===== src/rtl/sys_ctrl_param.sv =====
// Command-frame controller between the UART RX/TX pair and the register file/ALU.
// Parses write/read/ALU frames and streams responses back through a held valid/busy handshake.
module sys_ctrl_param #(
    parameter int DATA_W    = 8,
    parameter int ADDR_W    = 4,
    parameter int FUN_W     = 4,
    parameter int RES_BYTES = 2,
    parameter int TIMEOUT   = 1023
) (
    input  logic                        CLK,
    input  logic                        RST,
    input  logic [DATA_W-1:0]           RX_P_DATA,
    input  logic                        RX_D_VLD,
    input  logic [DATA_W*RES_BYTES-1:0] ALU_OUT,
    input  logic                        OUT_Valid,
    input  logic [DATA_W-1:0]           RdData,
    input  logic                        RdData_Valid,
    input  logic                        TX_Busy,
    output logic                        EN,
    output logic [FUN_W-1:0]            ALU_FUN,
    output logic                        CLK_EN,
    output logic [ADDR_W-1:0]           Address,
    output logic                        WrEn,
    output logic                        RdEn,
    output logic [DATA_W-1:0]           WrData,
    output logic [DATA_W-1:0]           TX_P_DATA,
    output logic                        TX_D_VLD
);

    localparam int RES_W = DATA_W * RES_BYTES;
    localparam int TMR_W = $clog2(TIMEOUT + 1);
    localparam int CNT_W = $clog2(RES_BYTES + 1);

    localparam logic [DATA_W-1:0] CMD_WR     = DATA_W'(8'hAA);
    localparam logic [DATA_W-1:0] CMD_RD     = DATA_W'(8'hBB);
    localparam logic [DATA_W-1:0] CMD_ALU_OP = DATA_W'(8'hCC);
    localparam logic [DATA_W-1:0] CMD_ALU    = DATA_W'(8'hDD);

    typedef enum logic [3:0] {
        S_IDLE, S_WR_ADDR, S_WR_DATA, S_RD_ADDR, S_RD_WAIT,
        S_OP_A, S_OP_B, S_FUN, S_ALU_WAIT, S_TX
    } state_t;

    state_t              r_state,  w_state;
    logic [ADDR_W-1:0]   r_addr,   w_addr;
    logic [FUN_W-1:0]    r_fun,    w_fun;
    logic [DATA_W-1:0]   r_wrData, w_wrData;
    logic                r_wrEn,   w_wrEn;
    logic                r_rdEn,   w_rdEn;
    logic                r_en,     w_en;
    logic                r_txVld,  w_txVld;
    logic [DATA_W-1:0]   r_txData, w_txData;
    logic [RES_W-1:0]    r_txBuf,  w_txBuf;
    logic [CNT_W-1:0]    r_txLeft, w_txLeft;
    logic [TMR_W-1:0]    r_timer,  w_timer;
    logic                w_timeout;

    always_comb begin
        w_state   = r_state;
        w_addr    = r_addr;
        w_fun     = r_fun;
        w_wrData  = r_wrData;
        w_wrEn    = 1'b0;
        w_rdEn    = 1'b0;
        w_en      = 1'b0;
        w_txVld   = r_txVld;
        w_txData  = r_txData;
        w_txBuf   = r_txBuf;
        w_txLeft  = r_txLeft;
        w_timeout = (r_timer == TMR_W'(TIMEOUT));

        // Timeout takes priority over any byte arriving in the same cycle
        if (r_state != S_IDLE && r_state != S_TX && w_timeout) begin
            w_state = S_IDLE;
        end else begin
            unique case (r_state)
                S_IDLE: begin
                    if (RX_D_VLD) begin
                        case (RX_P_DATA)
                            CMD_WR:     w_state = S_WR_ADDR;
                            CMD_RD:     w_state = S_RD_ADDR;
                            CMD_ALU_OP: w_state = S_OP_A;
                            CMD_ALU:    w_state = S_FUN;
                            default:    w_state = S_IDLE;
                        endcase
                    end
                end
                S_WR_ADDR: begin
                    if (RX_D_VLD) begin
                        w_addr  = RX_P_DATA[ADDR_W-1:0];
                        w_state = S_WR_DATA;
                    end
                end
                S_WR_DATA: begin
                    if (RX_D_VLD) begin
                        w_wrData = RX_P_DATA;
                        w_wrEn   = 1'b1;
                        w_state  = S_IDLE;
                    end
                end
                S_RD_ADDR: begin
                    if (RX_D_VLD) begin
                        w_addr  = RX_P_DATA[ADDR_W-1:0];
                        w_rdEn  = 1'b1;
                        w_state = S_RD_WAIT;
                    end
                end
                S_RD_WAIT: begin
                    if (RdData_Valid) begin
                        w_txBuf  = RES_W'(RdData);
                        w_txLeft = CNT_W'(1);
                        w_state  = S_TX;
                    end
                end
                S_OP_A: begin
                    if (RX_D_VLD) begin
                        w_addr   = '0;
                        w_wrData = RX_P_DATA;
                        w_wrEn   = 1'b1;
                        w_state  = S_OP_B;
                    end
                end
                S_OP_B: begin
                    if (RX_D_VLD) begin
                        w_addr   = ADDR_W'(1);
                        w_wrData = RX_P_DATA;
                        w_wrEn   = 1'b1;
                        w_state  = S_FUN;
                    end
                end
                S_FUN: begin
                    if (RX_D_VLD) begin
                        w_fun   = RX_P_DATA[FUN_W-1:0];
                        w_en    = 1'b1;
                        w_state = S_ALU_WAIT;
                    end
                end
                S_ALU_WAIT: begin
                    if (OUT_Valid) begin
                        w_txBuf  = ALU_OUT;
                        w_txLeft = CNT_W'(RES_BYTES);
                        w_state  = S_TX;
                    end
                end
                S_TX: begin
                    // A byte counts as taken once busy is seen while it is presented
                    if (r_txVld) begin
                        if (TX_Busy) begin
                            w_txVld  = 1'b0;
                            w_txBuf  = r_txBuf >> DATA_W;
                            w_txLeft = r_txLeft - CNT_W'(1);
                            if (r_txLeft == CNT_W'(1)) begin
                                w_state = S_IDLE;
                            end
                        end
                    end else if (!TX_Busy) begin
                        w_txVld  = 1'b1;
                        w_txData = r_txBuf[DATA_W-1:0];
                    end
                end
                default: w_state = S_IDLE;
            endcase
        end

        if (w_state != r_state || r_state == S_IDLE || r_state == S_TX) begin
            w_timer = '0;
        end else begin
            w_timer = r_timer + TMR_W'(1);
        end
    end

    always_ff @(posedge CLK or posedge RST) begin
        if (RST) begin
            r_state  <= S_IDLE;
            r_addr   <= '0;
            r_fun    <= '0;
            r_wrData <= '0;
            r_wrEn   <= 1'b0;
            r_rdEn   <= 1'b0;
            r_en     <= 1'b0;
            r_txVld  <= 1'b0;
            r_txData <= '0;
            r_txBuf  <= '0;
            r_txLeft <= '0;
            r_timer  <= '0;
        end else begin
            r_state  <= w_state;
            r_addr   <= w_addr;
            r_fun    <= w_fun;
            r_wrData <= w_wrData;
            r_wrEn   <= w_wrEn;
            r_rdEn   <= w_rdEn;
            r_en     <= w_en;
            r_txVld  <= w_txVld;
            r_txData <= w_txData;
            r_txBuf  <= w_txBuf;
            r_txLeft <= w_txLeft;
            r_timer  <= w_timer;
        end
    end

    assign EN        = r_en;
    assign ALU_FUN   = r_fun;
    assign CLK_EN    = (r_state == S_ALU_WAIT);
    assign Address   = r_addr;
    assign WrEn      = r_wrEn;
    assign RdEn      = r_rdEn;
    assign WrData    = r_wrData;
    assign TX_P_DATA = r_txData;
    assign TX_D_VLD  = r_txVld;

endmodule


===== config.mk =====
export PLATFORM = sky130hd
export DESIGN_NAME = sys_ctrl_param
export DESIGN_NICKNAME = d
export VERILOG_FILES = /design/src/rtl/sys_ctrl_param.sv
export SDC_FILE = /design/constraint.sdc
export NUM_CORES = 1
export LEC_CHECK = 0
export ABC_CLOCK_PERIOD_IN_PS = 2400
export BUFFER_PORTS_ARGS = -buffer_cell sky130_fd_sc_hd__buf_4
export CAP_MARGIN = 20
export CORE_MARGIN = 2
export CORE_UTILIZATION = 50
export CTS_CLUSTER_SIZE = 14
export DETAILED_ROUTE_END_ITERATION = 8
export PLACE_DENSITY = 0.83
export RECOVER_POWER = 100
export SLEW_MARGIN = 20
export SYNTH_ARGS = -nofsm -noshare
export SYNTH_HDL_FRONTEND = slang
export SYNTH_SLANG_ARGS = --single-unit

===== constraint.sdc =====
create_clock -name CLK -period 2.4 [get_ports CLK]
set_input_delay 0.48 -clock CLK [delete_from_list [all_inputs] [get_ports CLK]]
set_output_delay 0.48 -clock CLK [all_outputs]
set_load 0.1 [all_outputs]

==> results.ini <==
[run_status]
status=finished, final reports clean

[sta]
rsz0062_at_grt=no
hold_viol=0
fin_tns_setup_ps=0
fin_crit_sh_pct=95.28
worst_pin_slew_ps=1488
drv_slew=0
setup_viol=0
fin_crit_ps=2287
max_freq_ghz=0.4373
max-slew-margin-rel_pct=0.7773
skew_ps=10.19

[global_routing]
grt_max_degree=61
grt_pass1_vias=2405
grt-ovfl-total=0
grt_pass1_wl_um=11280
antenna_found_initial=0
grt_usage_pct=20.10

[clock_network]
cts.clk_slew.worst_paths_ps=60
htree_levels=3
numCtsBuffers=9
cts_tree=done
holdBufCountCts=0
clockBufferDepth=2
clock_latency_ps=330
cts_sinks=60
cts_root_buf=clkbuf_8

[synthesis]
synth_area_leaders=dfrtp_1 48%, nand2_1 6.2%, mux2_2 4.7%
ys_seq_area_share_pct=48.25
ys_ff_latch=60
yosysTopAreaCell=dfrtp_1
syn_avg_cell_area_um2=10.51
yosysWarnings=0
syn-num-nets=336
yosys_most_used_dff=dfrtp_1
synth_cell_types=55
synth-async-reset-ratio_pct=100.0
synth_edf_count=0
netlist_area_um2=3112
syn_inst=296
synth_top_area_share_pct=48.25

[critical_path]
crit_fanout=18
critPathLaunch=r_state[2]$_DFF_PP0_
slowest_delay_ps=620
crit_type=register to output pin
crit_required_ps=1920
end_kind=output pin
reg2reg_from=r_state[2]$_DFF_PP0_
startpoint_type=register
path_buf_inv=2
cp_slowest_cell=dfrtp_1
path_delay_family=flip-flops
path_cells=nor3b_4 -> nand2_1 -> inv_2 -> buf_4
arrival_ps=1810

[routing]
drc=0
routedWlPerCell_um=14.89
vias_per_cell=5.384
drtIter0Drc=91
postRouteAntennaNets=0
num_vias=2385
wirelength_um=6597
firstDrtPassIters=4

[final_layout]
design_area_um2=3695
utilization_pct=62.04
syn2layout_area_growth_pct=18.74
final_net_count=405
drive_above_1_share_pct=25.27
final_cell_mix=58 x dfrtp_1, 51 x nand2_1, 42 x buf_4
antennaDiodeCount=0
layout_commonest_cell=dfrtp_1
final_cells=443

[hold_path]
hp-start=TX_Busy
worst_hold_path_type=input port to register

[placement]
dp_hpwl_um=4759
placed_cell_area_um2=3642
numPortBuffers=66
gp_congestion=0.8379
post-place-cells=429

[floorplan]
start_util_pct=52.25
dieHeight_um=82.89
row_count=28
io_pins=67
die_w_um=82.89
dieArea_um2=6871
coreArea_um2=5956

[power_and_ir_drop]
irDropWorstVdd_uv=1065
p_leak_nw=1.648
p_per_area_nw_per_um2=1085

[run]
maxCapViolCount=0

state kept, by name, summed over array words and instances (netlist names):
name,cells
r_state,4
r_txBuf,16
r_txLeft,2
ALU_FUN,4
r_timer,10
RdEn,1
EN,1
TX_D_VLD,1
WrEn,1
TX_P_DATA,8
WrData,8
Address,4
worst reg2reg max path, cell delays in order (launching register included):
cell and delay [ps]:
dfrtp_1 620, nor2_4 290, a211oi_2 120, nand2_2 190, nand2_1 130, nor2_1 370, mux2_1 370
report_power, final:
part	leakage [nW]	switching [mW]	internal, mW	total [mW]
logic	0.770	1.37	0.409	1.78
registers	0.791	0.178	1.25	1.43
clock network	0.0876	0.358	0.448	0.806
total	1.65	1.90	2.10	4.01
final timing paths:
| check | end | slack, ps | cells after the start |
|---|---|---|---|
| max in group asynchronous | r_state[1]$_DFF_PP0_ | 720 | 3 |
| min in group asynchronous | EN$_DFF_PP0_ | 640 | 3 |
| worst max-delay path | CLK_EN | 110 | 4 |
| worst min register to register | r_timer[0]$_DFF_PP0_ | 470 | 1 |
| worst max register to register | ALU_FUN[1]$_DFFE_PP0P_ | 210 | 6 |
| worst min-delay path | TX_D_VLD$_DFFE_PP0P_ | 370 | 2 |
layer usage:
| layer | vias up | share of wire [%] | global-route usage [%] |
|---|---|---|---|
| li1 | 1168 | - | - |
| met1 | 1155 | 43 | 26.01 |
| met2 | 53 | 51 | 31.74 |
| met3 | 9 | 4.1 | 4.871 |
| met4 | 0 | 1.2 | 9.687 |
| met5 | - | 0 | 0 |
logic make-up after synthesis:
family	synth area share [%]
and+or+nand+nor	18.94
adders and majority gates	0.8041
muxes	12.10
AOI/OAI and AO/OA	11.86
DFF	48.25
xor gates and xnor gates	3.378
buffers and inverters	4.664
Yosys cell counts (4+ instances only):
library cell	n
nor3_1	8
dfrtp_1	60
nand2_1	51
mux2_2	13
a21oi_1	6
xor2_1	4
and2_1	4
inv_1	7
nand3_1	8
buf_2	4
mux2i_1	14
o21ai_0	28
mux2_1	8
nor2_1	9
xnor2_1	8
buf_6	5
timing repair:
item | in CTS | in global routing
endpoints found under the setup margin | 0 | 1
gates resized for setup | 0 | 2
setup buffers | 0 | 0
cell type report:
type,count,area (µm²)
Clock buffer,13,168.9
Clock inverter,1,7.507
Fill cell,526,2261
Inverter,9,33.78
Multi-Input combinational cell,212,1445
Sequential cell,60,1504
Tap cell,75,93.84
Timing Repair Buffer,73,441.7
through the flow:
step	hold WS, ps	power (mW)	setup WS (ps)
finish	373.6	4.008	113.4
global route	365.5	4.222	2.749
CTS	355.9	4.156	19.59
detailed placement	464.2	3.339	247.6
global placement	456.6	3.285	343.0
floorplan	442.8	2.934	243.4
(Power assumes the default switching activity.)
